**src/rtl/tl_assert_report_arbiter_pkg.sv**
```systemverilog
// Shared types and defaults for the assertion-report arbiter.
// Holds the FSM state encoding, default sizes and the index-width helper.
package tl_assert_pkg;

  localparam int DEF_N_SRC = 8;
  localparam int DEF_CNT_W = 16;

  typedef enum logic [1:0] {
    IDLE   = 2'd0,
    REPORT = 2'd1,
    HALTED = 2'd2
  } state_t;

  // Width of a source index; at least one bit even for degenerate counts.
  function automatic int id_w(input int n);
    if (n < 2) begin
      return 1;
    end else begin
      return $clog2(n);
    end
  endfunction

endpackage

```
**src/rtl/tl_assert_report_arbiter_rr_pick.sv**
```systemverilog
// Combinational round-robin picker: lowest requesting index strictly after
// 'last', wrapping modulo N_SRC, found on a doubled request vector.
module rr_pick
  import tl_assert_pkg::*;
#(
  parameter int N_SRC = DEF_N_SRC,
  parameter int ID_W  = id_w(N_SRC)
) (
  input  logic [N_SRC-1:0] req,
  input  logic [ID_W-1:0]  last,
  output logic             any,
  output logic [ID_W-1:0]  idx
);

  logic [2*N_SRC-1:0] req2_s;
  logic [2*N_SRC-1:0] cand_s;
  logic               found_s;

  // Window [last+1, last+N_SRC] of the doubled vector covers every source once.
  always_comb begin
    req2_s  = {req, req};
    cand_s  = '0;
    found_s = 1'b0;
    idx     = '0;
    for (int j = 0; j < 2 * N_SRC; j++) begin
      cand_s[j] = req2_s[j] & (j > int'(last)) & (j <= int'(last) + N_SRC);
    end
    for (int j = 0; j < 2 * N_SRC; j++) begin
      if (cand_s[j] && !found_s) begin
        found_s = 1'b1;
        if (j >= N_SRC) begin
          idx = ID_W'(j - N_SRC);
        end else begin
          idx = ID_W'(j);
        end
      end else begin
        found_s = found_s;
      end
    end
    any = |cand_s;
  end

endmodule

```
**config.mk**
```make
export PLATFORM = sky130hd
export DESIGN_NAME = rr_pick
export DESIGN_NICKNAME = d
export VERILOG_FILES = /design/src/rtl/tl_assert_report_arbiter_pkg.sv /design/src/rtl/tl_assert_report_arbiter_rr_pick.sv
export SDC_FILE = /design/constraint.sdc
export NUM_CORES = 1
export LEC_CHECK = 0
export BUFFER_PORTS_ARGS = -buffer_cell sky130_fd_sc_hd__buf_4
export CAP_MARGIN = 20
export CELL_PAD_IN_SITES_DETAIL_PLACEMENT = 2
export CELL_PAD_IN_SITES_GLOBAL_PLACEMENT = 2
export CORE_UTILIZATION = 32
export DETAILED_ROUTE_END_ITERATION = 10
export PLACE_DENSITY = 0.95
export SLEW_MARGIN = 20
export SYNTH_ARGS = -nofsm -noshare
export SYNTH_HDL_FRONTEND = slang
export SYNTH_SLANG_ARGS = --single-unit
```
**constraint.sdc**
```tcl
create_clock -name vclk -period 3
set_clock_uncertainty 0.1 [all_clocks]
set_input_delay 0.6 -clock vclk [all_inputs]
set_output_delay 0.6 -clock vclk [all_outputs]
set_load 0.05 [all_outputs]
```
## After elaboration in Yosys (flattened, before gate mapping)

Cells that the tools add are included.

- Add/sub/neg operators: 1
- $lt $le $gt $ge: 22
- Muxes and demuxes: 29
- Bitwise gates (word level): 22
- Reductions and logical operators: 29

Operator list:

| cell | number |
|---|---|
| $le A5 B32 Y1 const A | 7 |
| $le A4 B32 Y1 const A | 4 |
| $le A3 B32 Y1 const A | 2 |
| $mux W3 | 12 |
| $le A2 B32 Y1 const A | 1 |
| $and A1 B1 Y1 | 22 |
| $mux W1 | 15 |
| $reduce_or A15 Y1 | 1 |
| $logic_and A1 B1 Y1 | 14 |
| $logic_not A1 Y1 | 14 |
| $gt A3 B3 Y1 const A | 4 |
| $gt A2 B3 Y1 const A | 2 |
| $add A3 B4 Y5 const B | 1 |
| $le A4 B5 Y1 const A | 1 |
| $mux W2 | 2 |
| $gt A1 B3 Y1 const A | 1 |

- Bits in registers: 0
- Input bits: 11
- Output and inout bits: 4
- Word-level logic and storage cells: 103

## Depth between registers and ports, before layout

Gate-level depths: netlist (run 1).

- Word-level depth: 46
- Mapped depth: 5
- Mapped depth without buffers: 4

## Least setup slack after synthesis (run 1)

No wires, ideal clock.

- Path kind: input-to-output
- Start point: input last[0]
- End point: output idx[1]
- Data arrival time: 2.457 ns
- Data required time: 2.300 ns
- Slack: -0.157 ns
- Stages: 4
- Path buffers: 0
- Cell sequence: nand2b_1 > a2111oi_4 > a211oi_1 > a211oi_1

- Cells in the longest elaborated chain, start to end: 46
- Elaborated cells between the ends (all ways): 101
- Those cells by class: add/sub: 1; order compare: 22; mux: 28; bitwise: 22; reduce/logical: 28

Ends and longest elaborated chain:

| item | RTL line | text |
|---|---|---|
| start, declared | tl_assert_report_arbiter_rr_pick.sv:10 | `input logic [ID_W-1:0] last,` |
| $add A3 B4 Y5 or $gt A1 B3 Y1 (tied branches) | tl_assert_report_arbiter_rr_pick.sv:26 | `cand_s[j] = req2_s[j] & (j > int'(last)) & (j <= int'(last) + N_SRC);` |
| $le A2 B32 Y1 or $and A1 B1 Y1 (tied branches) | tl_assert_report_arbiter_rr_pick.sv:26 |  |
| $and A1 B1 Y1 | tl_assert_report_arbiter_rr_pick.sv:26 |  |
| $mux W1 | tl_assert_report_arbiter_rr_pick.sv:29 | `if (cand_s[j] && !found_s) begin` |
| $logic_not A1 Y1 | tl_assert_report_arbiter_rr_pick.sv:29 |  |
| $logic_and A1 B1 Y1 | tl_assert_report_arbiter_rr_pick.sv:29 |  |
| $mux W1 | tl_assert_report_arbiter_rr_pick.sv:29 |  |
| $logic_not A1 Y1 | tl_assert_report_arbiter_rr_pick.sv:29 |  |
| [30 not listed] | n/a |  |
| $logic_and A1 B1 Y1 | tl_assert_report_arbiter_rr_pick.sv:29 |  |
| $mux W1 | tl_assert_report_arbiter_rr_pick.sv:29 |  |
| $logic_not A1 Y1 | tl_assert_report_arbiter_rr_pick.sv:29 |  |
| $logic_and A1 B1 Y1 | tl_assert_report_arbiter_rr_pick.sv:29 |  |
| $mux W1 | tl_assert_report_arbiter_rr_pick.sv:29 |  |
| $logic_not A1 Y1 | tl_assert_report_arbiter_rr_pick.sv:29 |  |
| $logic_and A1 B1 Y1 | tl_assert_report_arbiter_rr_pick.sv:29 |  |
| $mux W3 (*) | tl_assert_report_arbiter_rr_pick.sv:29 |  |
| end, declared | tl_assert_report_arbiter_rr_pick.sv:12 | `output logic [ID_W-1:0] idx` |

Every way passes the cells marked *; elsewhere a longest branch is shown, timed or not.

## Final worst setup path (run 1)

- Start point: input last[2]
- End point: output any

- Cells in the longest elaborated chain, start to end: 4
- Elaborated cells between the ends (all ways): 46
- Those cells by class: add/sub: 1; order compare: 22; bitwise: 22; reduce/logical: 1

Ends and longest elaborated chain:

| item | RTL line | text |
|---|---|---|
| $add A3 B4 Y5 (tied with other cells) | tl_assert_report_arbiter_rr_pick.sv:26 |  |
| $le A2 B32 Y1 (tied with other cells) | tl_assert_report_arbiter_rr_pick.sv:26 |  |
| $and A1 B1 Y1 | tl_assert_report_arbiter_rr_pick.sv:26 |  |
| $reduce_or A15 Y1 (*) | tl_assert_report_arbiter_rr_pick.sv:40 | `any = \|cand_s;` |
| end, declared | tl_assert_report_arbiter_rr_pick.sv:11 | `output logic any,` |

Marks and branches as above.

==> run summary, run 1 <==
The clock buffers instantiated in the layout total 0. The number of antenna cells inserted came out at 0. The DRC violation total after the first TritonRoute iteration came out at 3. The path class of the tightest hold or removal check is primary input to primary output. The count of different cell masters after synthesis came out at 35. Across the run, the number of max-cap violations was 0. Counting every instance in the synthesized netlist gives 65.

Static timing analysis puts the maximum clock frequency at ~370 MHz. The die outline height came out at approximately 40 um. The total leakage power is between 0.2 and 0.25 nW.

The classification of the worst setup path is primary input to primary output. The worst vdd rail ir drop is roughly 0.000077 V. The largest fanout of any net on the critical path came out at 15. The count of hold-fix buffers inserted at cts is 0. The overflow left after global routing came out at 0. Fill cells in the final layout number between 150 and 200. For this run, design rule violations remaining after detail routing come to 0. The overall power came out at 0.112 mW. Among all stages on the critical path, the largest delay is contributed by sky130_fd_sc_hd__or3_4. The overall track demand over capacity in global routing is between 20% and 30%.

In the routed layout, each cell is associated on average with a via count of just over 6. Setup repair after global routing left no endpoint under its margin. At the end of the flow, the number of nets in the layout was 91. Cells with a size suffix above 1 make up 33.3% of the layout. Counting stages on the worst path, the most repeated cell is sky130_fd_sc_hd__buf_4. The worst relative slew slack is approximately 75%. The capturing element type of the critical path is a primary output. The total core area is ~1300 um^2.

The Yosys warning count is 0. Counting every net in the synthesized netlist gives 76. At the pin with the least slew margin, the transition time is ~0.37 ns. The first-pass iteration count of the detailed router is 2. On the worst path, the slowest cell contributes a delay of 0.38 ns. The layout overhead on the synthesized area is 23.2%.

The overall die width is about 40 um. In this run the cell area of the synthesized design comes to approximately 470 um^2. The count of input and output buffers came out at 15. The post-cts gate resize count is 0. The count of antenna-violating nets left after detailed routing is 0. The total count of hold-check failures in the final report came out at 0. STA classifies the critical path startpoint as a primary input. The number of pins exceeding their max-slew limit in the final report is 0. The post-CTS setup buffer count came out at 0. The combined area of the multi-input logic cells came out at between 400 and 500 um^2. After detailed routing, the average wire length per cell comes to a little under 20 um. The flow ran to the end, and the final reports show no timing, DRC or antenna violations. For the final routed database, the setup TNS stands at 0 ns.

The wire length of the first global-routing pass is between 2000 and 3000 um. The placer's final routability congestion estimate came out at 0.802. The sum of net half-perimeters after detailed placement is 1480 um.

The via count of the first global-routing pass is 578. The shortest clock period the worst path allows after layout came out at roughly 2.7 ns. The final worst-path setup slack is 0.282 ns.

The critical path goes through buf_4 > or3_4 > a21oi_2 > o21ai_1 > or3_1 > buf_4. The mean cell area of the mapped netlist is around 7.3 um^2. The final worst hold slack is 1.56 ns. The post-route fraction of the period consumed by the critical path is approximately nine tenths. Once layout is complete, the utilization of the core stands at between 40% and 50%.

The initial antenna violation count came out at 0. The post-placement worst setup slack came out at ~0.29 ns. The final wirelength came out at around 1800 um.

The die covers between 1500 and 2000 um^2. The number of vias after detailed routing is about 580. The register area share after synthesis came out at 0%. The flip-flop and latch count is 0. The initial utilization of the core area, before any placement, comes to between 30% and 40%. Power spread over the standard cell area amounts to a little under 200 nW/um^2.

The endpoint arrival time on the critical path came out at 2.02 ns. The I/O pin count came out at 15. Entering global routing, the biggest net connects 17 pins. In the final layout, flip-flops and latches occupy 0 um^2. The required time of the critical path came out at around 2.3 ns. After floorplanning, the core was divided into 13 placement rows. The setup-violating endpoint count in the final report came out at 0.
report_power, final:
group	leakage, nW	switching, mW	internal [mW]	total (mW)
clock network	0	0	0	0
logic	0.210	0.0697	0.0427	0.112
registers	0	0	0	0
cell usage after synthesis, types with 2 or more instances:
cell type                   number  share of area [%]
sky130_fd_sc_hd__o21ai_1         4                4.2
sky130_fd_sc_hd__nand2_1         4                3.2
sky130_fd_sc_hd__nor2_1          5                4.0
sky130_fd_sc_hd__o211ai_1        3                4.7
sky130_fd_sc_hd__nand2b_1        3                4.0
sky130_fd_sc_hd__buf_6           3                7.1
sky130_fd_sc_hd__inv_1           4                3.2
sky130_fd_sc_hd__or3_1           3                4.0
sky130_fd_sc_hd__a21oi_1         4                4.2
sky130_fd_sc_hd__nor2b_1         2                2.6
sky130_fd_sc_hd__and2_1          2                2.6
sky130_fd_sc_hd__a211oi_1        3                4.7
sky130_fd_sc_hd__a32o_1          2                4.2
sky130_fd_sc_hd__o2111ai_1       2                3.7
final cells by class:
| class | count | area share [%] |
|---|---|---|
| Tap cell | 15 | 3.21 |
| Multi-Input combinational cell | 58 | 73.7 |
| Timing Repair Buffer | 16 | 20.6 |
| Inverter | 4 | 2.57 |
layer usage:
layer / up-vias / GRT usage (%) / share of wire (%)
met3: 0 / 0 / 1.6
met1: 286 / 30.1 / 45
met4: 0 / 1.67 / 0
li1: 284 / - / -
met2: 7 / 45.6 / 53
met5: - / 0 / 0
cells by family (layout without fill, tap and decap cells):
family,Yosys count,in the layout,synth area share [%]
compound gates,29,29,52.2
fa+ha+maj,1,1,2.11
buf+inv,7,20,10.3
simple gates,28,28,35.4
worst paths after layout:
check,start,end,slack [ns],cells past startpoint
min,req[7],idx[2],1.56,4
max,last[2],any,0.28,6
critical path, delay by kind of cell:
kind                   cells  cell delay [ns]
and+or+nand+nor            2             0.73
buffers and inverters      2             0.36
AOI/OAI and AO/OA          2             0.31
metrics by stage:
step / cell area, um^2 / std cells
detailed placement: 584 / 93
CTS: 584 / 93
global placement: 584 / 93
global route: 584 / 93
floorplan: 479 / 65
finish: 584 / 93
cell usage in the layout, fill, tap and decap left out, types with 2 or more instances in the layout:
cell and count:
sky130_fd_sc_hd__a211oi_1 2, sky130_fd_sc_hd__a21oi_1 4, sky130_fd_sc_hd__a32o_1 2, sky130_fd_sc_hd__and2_1 2, sky130_fd_sc_hd__buf_4 16, sky130_fd_sc_hd__inv_1 4, sky130_fd_sc_hd__nand2_1 4, sky130_fd_sc_hd__nand2b_1 3
sky130_fd_sc_hd__nor2_1 5, sky130_fd_sc_hd__nor2b_1 2, sky130_fd_sc_hd__o2111ai_1 2, sky130_fd_sc_hd__o211ai_1 3, sky130_fd_sc_hd__o21ai_1 4, sky130_fd_sc_hd__or3_1 3
Note: power is estimated with default switching activity, not from simulation.
==> inputs of run 2 (changes only) <==
--- a/config.mk
+++ b/config.mk
@@ -5,11 +5,12 @@
 export SDC_FILE = /design/constraint.sdc
 export NUM_CORES = 1
 export LEC_CHECK = 0
+export ABC_AREA = 1
 export BUFFER_PORTS_ARGS = -buffer_cell sky130_fd_sc_hd__buf_4
 export CAP_MARGIN = 20
 export CELL_PAD_IN_SITES_DETAIL_PLACEMENT = 2
 export CELL_PAD_IN_SITES_GLOBAL_PLACEMENT = 2
-export CORE_UTILIZATION = 32
+export CORE_UTILIZATION = 27
 export DETAILED_ROUTE_END_ITERATION = 10
 export PLACE_DENSITY = 0.95
 export SLEW_MARGIN = 20
==> run summary, run 2 <==
The placer's final routability congestion estimate came out at 0.711 (-11%). The final routed DRC violation total was 0 (unchanged). The peak per-stage delay on the critical path came out at 0.24 ns (-0.14 ns). Leaving out fill and tap cells, the most frequent cells in the layout are 18 x sky130_fd_sc_hd__nand2_1, 15 x sky130_fd_sc_hd__buf_4, 10 x sky130_fd_sc_hd__inv_1, 10 x sky130_fd_sc_hd__nor2_1, 9 x sky130_fd_sc_hd__nand4_1. The number of violations of the max-capacitance limit came out at 0 (unchanged). After synthesis, the largest family of logic cells by area is simple AND/OR/NAND/NOR gates. The post-route fraction of the period consumed by the critical path came out at 92.5% (+1.9 points). The post-synthesis net count is 85 (+12%). The clock tree buffer count of the final layout is 0 (unchanged). The final wirelength is 1610 um (-11%). The post-detailed-route wirelength per cell is 15.6 um (-19%). The combined area of all synthesized cells came out at 404 um^2 (-15%). STA classifies the critical path endpoint as a primary output. The signal on the critical path passes through buf_4 > nor2_1 > nand2_1 > nand2_1 > nand3_2 > nor2_4 > nand4_1 > nor2_2 > nor2_1 > nand2_1 > buf_4. The setup total negative slack came to 0 ns (unchanged). The post-CTS setup buffer count is 0 (unchanged). The flip-flop and latch count is 0 (unchanged). The wire length of the first global-routing pass is 2390 um (-9.6%). The DRC violation total after the first TritonRoute iteration came out at 2 (-1). The endpoint arrival time on the critical path came out at 2.07 ns (+0.05 ns).

The proportion of layout cells with a drive suffix above 1 is 36.4% (+3.0 points). The proportion of netlist area held by the largest area contributor is 16.7% (+9.6 points). The multiplexer area fraction after synthesis is 0% (unchanged).

The register area share after synthesis is 0% (unchanged). The total count of hold-check failures in the final report is 0 (unchanged). Of all cell types, the one taking the most synthesized area is sky130_fd_sc_hd__nand2_1. The total leakage power came out at 0.268 nW (+28%). The worst hold path class is primary input to primary output. In this design, the largest share of critical-path delay is due to simple AND/OR/NAND/NOR gates. The startpoint of the worst setup timing path is last[2].

The maximum number of pins on one net before global-route repair is 9 (-8). The I/O pin count came out at 15 (unchanged). The initial antenna violation count is 0 (unchanged). sky130_fd_sc_hd__nand2_1 is the most common cell in the netlist. The count of different cell masters after synthesis came to 15 (-57%). The compound-gate portion of the synthesized area came out at 3.72% (-49 points). The standard cell area after detailed placement came out at 524 um^2 (-10%). The required time of the critical path is 2.30 ns (about the same). The final layout net count came out at 101 (+11%). The number of rows in the core area is 13 (unchanged).

The first-pass iteration count of the detailed router came out at 2 (unchanged). The run finished with clean final reports. The combined flip-flop and latch cell area was 0 um^2 (unchanged). The count of hold-fix buffers inserted at cts is 0 (unchanged). The count of antenna-violating nets left after detailed routing is 0 (unchanged).

The worst relative slew slack is 80.8% (+5.7 points). The basic-gate share of the synthesized area counting and, or, nand and nor cells is 82.7% (+47 points). The arithmetic-cell share of the synthesized area counting full adders, half adders and majority gates is 0% (-2.1 points). The die outline height is 40.7 um (+0.48%).

The measured slew at the worst slew-check pin is 0.285 ns (-0.0871 ns). The ratio of total power to cell area is 190 nW/um^2 (-0.96%). The number of antenna cells inserted was 0 (unchanged). The post-cts gate resize count was 0 (unchanged).

The sum of net half-perimeters after detailed placement came to 1480 um (+0.58%). For this design, the slowest cell found on the critical path is sky130_fd_sc_hd__nor2_1. The worst vdd rail ir drop is 0.0000592 V (-23%). The number of logic stages on the critical path including buffering is 11 (+5). The via count normalized by instance count came to 5.20 (-16%). The Yosys warning count is 0 (unchanged). The count of input and output buffers is 15 (unchanged). The number of instances in the synthesized netlist came to 74 (+14%).

The via count of the first global-routing pass came out at 543 (-6.1%). The overflow left after global routing is 0 (unchanged). Setup repair after global routing left no endpoint under its margin. The mean cell area of the mapped netlist is 5.46 um^2 (-25%). The cell area after layout came to 524 um^2 (-10%).

The critical path buffer and inverter count was 2 (unchanged). The largest fanout of any net on the critical path is 8 (-7). The overall track demand over capacity in global routing came to 22.1% (-1.7 points). The overall die width is 40.7 um (+0.48%). The number of vias after detailed routing came out at 536 (-7.1%). The starting density of the core came out at 29.9% (-5.6 points). The layout overhead on the synthesized area came out at 29.7%. The shortest clock period the worst path allows after layout came out at 2.77 ns (+0.0567 ns). The highest achievable clock rate came to 360 MHz (-2.0%). The critical path is of the primary input to primary output type. Leaving out fill and tap cells, the most frequent cell in the layout is sky130_fd_sc_hd__nand2_1. The combined area of the multi-input logic cells came out at 349 um^2 (-19%). The number of fill cells in the layout is 174 (+3.0%).

The die footprint came out at 1660 um^2 (+0.97%). By area the synthesized netlist is led by sky130_fd_sc_hd__nand2_1 17%, sky130_fd_sc_hd__nand3_2 15%, sky130_fd_sc_hd__nand4_1 14%. The last element of the critical path is idx[2].

Ranked by instance count, the synthesized netlist is headed by 18 x sky130_fd_sc_hd__nand2_1, 10 x sky130_fd_sc_hd__inv_1, 10 x sky130_fd_sc_hd__nor2_1, 9 x sky130_fd_sc_hd__nand4_1, 6 x sky130_fd_sc_hd__nand3_2. The worst setup path is launched from a primary input. The xor and xnor fraction of the mapped netlist area came out at 0% (unchanged). The total core area is 1350 um^2 (+1.2%).

The number of pins exceeding their max-slew limit in the final report came to 0 (unchanged). The setup-violating endpoint count in the final report came out at 0 (unchanged). The cell repeated most along the worst path is sky130_fd_sc_hd__nand2_1.
## run 2: stage by stage
step | hold WS [ns] | cells | util (%) | worst slack, ns | total power, mW
floorplan | 1.46 | 74 | - | 0.355 | 0.0658
global placement | 1.59 | 103 | 38.8 | 0.352 | 0.0956
detailed placement | 1.60 | 103 | 38.8 | 0.213 | 0.101
CTS | 1.60 | 103 | 38.8 | 0.209 | 0.101
global route | 1.63 | 103 | 38.8 | 0.0974 | 0.108
finish | 1.60 | 103 | 38.8 | 0.225 | 0.0999
## run 2: logic make-up after synthesis
| kind of cell | after synthesis |
|---|---|
| AO/OA/AOI/OAI | 3 |
| AND/OR/NAND/NOR | 59 |
| buffers and inverters | 12 |
## run 2: report_power, final
| part | total (mW) | leakage, nW | switching (mW) | internal, mW |
|---|---|---|---|---|
| registers | 0 | 0 | 0 | 0 |
| logic | 0.0999 | 0.268 | 0.0662 | 0.0336 |
| clock network | 0 | 0 | 0 | 0 |
| total | 0.0999 | 0.268 | 0.0662 | 0.0336 |
## run 2: area by class of cell
type                       count  area share [%]
timing repair buffer          15            21.5
multi-input combinational     62            66.6
inverter                      11            8.35
tap                           15            3.58
## run 2: worst min-delay path by stage
stage,startpoint,end,slack (ns),depth (start not counted)
floorplan,req[6],idx[1],1.46,3
global placement,req[5],any,1.59,4
detailed placement,req[5],any,1.60,4
CTS,req[5],any,1.60,4
global route,req[5],any,1.63,4
finish,req[5],any,1.60,4
## run 2: routing by layer
layer | up-vias | wire [um] | GRT usage (%)
met4 | 0 | 0 | 0
met1 | 258 | 678 | 26.3
met3 | 0 | 7 | 0
li1 | 274 | - | -
met2 | 4 | 920 | 45.6
met5 | - | 0 | 0
==> inputs of run 3 (changes only) <==
--- a/config.mk
+++ b/config.mk
@@ -10,6 +10,7 @@
 export CAP_MARGIN = 20
 export CELL_PAD_IN_SITES_DETAIL_PLACEMENT = 2
 export CELL_PAD_IN_SITES_GLOBAL_PLACEMENT = 2
+export CORE_MARGIN = 3
 export CORE_UTILIZATION = 27
 export DETAILED_ROUTE_END_ITERATION = 10
 export PLACE_DENSITY = 0.95
==> run summary, run 3 (synthesized netlist as in run 2, its figures left out) <==
The die footprint came out at 2000 um^2 (+21%). The number of vias after detailed routing is 527 (-1.7%). The overall track demand over capacity in global routing is 17.6% (-4.5 points). The overflow left after global routing is 0 (unchanged). The final worst hold slack came out at 1.63 ns (+0.0254 ns). The starting density of the core came out at 29.9% (unchanged).

The wire length of the first global-routing pass is 2700 um (+13%). The first-pass iteration count of the detailed router is 3 (+1). The endpoint arrival time on the critical path is 2.05 ns (-0.02 ns).

The via count of the first global-routing pass is 609 (+12%). The die outline height came out at 44.7 um (+9.8%). The overall power came out at 0.0992 mW (-0.69%).

The maximum number of pins on one net before global-route repair came out at 9 (unchanged). The most common cell after layout, fill and taps aside is sky130_fd_sc_hd__nand2_1. Relative to the synthesized area, the layout overhead comes to 30.3%.

The measured slew at the worst slew-check pin is 0.401 ns (+0.117 ns). The combined flip-flop and latch cell area came out at 0 um^2 (unchanged). The sum of net half-perimeters after detailed placement was 1440 um (-3.2%). The post-detailed-route wirelength per cell came to 14.9 um (-4.6%). The count of input and output buffers came to 15 (unchanged). The final design utilization came out at 39.0% (+0.19 points). The cell area after layout came out at 527 um^2 (+0.48%). In the layout the commonest cells are 18 x sky130_fd_sc_hd__nand2_1, 15 x sky130_fd_sc_hd__buf_4, 10 x sky130_fd_sc_hd__inv_1.

The highest achievable clock rate was 363 MHz (+0.80%). The setup path with the least slack is of type primary input to primary output. The total core area is 1350 um^2 (unchanged). The placed instance count is 103 (unchanged). The number of rows in the core area is 13 (unchanged). The post-placement worst setup slack was 0.153 ns (-0.0603 ns).

The run finished with clean final reports. The post-route fraction of the period consumed by the critical path is 91.7% (-0.73 points). The overall die width was 44.7 um (+9.8%). The proportion of layout cells with a drive suffix above 1 was 37.5% (+1.1 points). The setup-violating endpoint count in the final report came out at 0 (unchanged). The final wirelength came to 1530 um (-4.6%). The placer's final routability congestion estimate came to 0.700 (-1.7%). STA classifies the critical path endpoint as a primary output.

The number of non-filler instances in the completed layout is 103 (unchanged). The setup total negative slack is 0 ns (unchanged). The shortest clock period the worst path allows after layout is 2.75 ns (-0.0220 ns). The ratio of total power to cell area came to 188 nW/um^2 (-1.2%). The flip-flop and latch count came out at 0 (unchanged). The largest fanout of any net on the critical path came out at 8 (unchanged). The worst hold path class is primary input to primary output. The worst vdd rail ir drop came out at 0.0000533 V (-9.9%). The required time of the critical path is 2.30 ns (about the same). The count of antenna-violating nets left after detailed routing is 0 (unchanged).

The total leakage power came out at 0.268 nW (about the same). The standard cell area after detailed placement is 524 um^2 (unchanged). The total count of hold-check failures in the final report is 0 (unchanged). The post-CTS setup buffer count came to 0 (unchanged). The via count normalized by instance count is 5.12 (-1.7%). STA classifies the critical path startpoint as a primary input. The clock tree buffer count of the final layout is 0 (unchanged).

The cell depth of the worst min-delay path came out at 4 (unchanged). The I/O pin count was 15 (unchanged). The final layout net count came out at 101 (unchanged).

The worst relative slew slack came out at 73.0% (-7.9 points). The initial antenna violation count was 0 (unchanged). Setup repair after global routing left no endpoint under its margin.

The final worst-path setup slack is 0.248 ns (+0.0220 ns). The number of antenna cells inserted is 0 (unchanged). The DRC violation total after the first TritonRoute iteration came to 7 (+5). The number of pins exceeding their max-slew limit in the final report is 0 (unchanged). The final routed DRC violation total was 0 (unchanged). The number of violations of the max-capacitance limit is 0 (unchanged).
-- run 3: cell counts in the layout (fill, tap and decap cells not counted) --
Identical to the previous run, type by type.
-- run 3: worst paths after layout --
path | to | startpoint | slack (ns)
max | idx[0] | last[2] | 0.25
min | any | req[5] | 1.63
-- run 3: repair_timing --
action                     CTS  global route
hold buffers                 0             0
setup endpoints to repair    0             3
gates resized for setup      0             1
-- run 3: layout make-up --
type,instances,area (um^2)
well taps,15,18.8
repair buffers,15,113
inverters,11,43.8
multi-input cells,62,352
fillers,172,823
-- run 3: per-layer routing --
| layer | routed length (um) | GRT usage [%] |
|---|---|---|
| met5 | 0 | 0 |
| met4 | 21 | 3.01 |
| met3 | 23 | 0.398 |
| met2 | 820 | 33.5 |
| met1 | 666 | 21.9 |
-- run 3: worst max-delay path: stages --
cell and delay (ns):
sky130_fd_sc_hd__buf_4 0.14, sky130_fd_sc_hd__nand3_1 0.07, sky130_fd_sc_hd__nand2_1 0.14, sky130_fd_sc_hd__nand2_1 0.12, sky130_fd_sc_hd__nor2_4 0.13, sky130_fd_sc_hd__nand3_2 0.11
sky130_fd_sc_hd__nor2_4 0.14, sky130_fd_sc_hd__nand2_2 0.08, sky130_fd_sc_hd__nor2_2 0.12, sky130_fd_sc_hd__nand3_2 0.11, sky130_fd_sc_hd__nand3_1 0.09, sky130_fd_sc_hd__buf_4 0.20
-- run 3: power by group --
| group | switching (mW) | total, mW | leakage (nW) | internal, mW |
|---|---|---|---|---|
| logic | 0.0654 | 0.0992 | 0.268 | 0.0338 |
| clock network | 0 | 0 | 0 | 0 |
| registers | 0 | 0 | 0 | 0 |
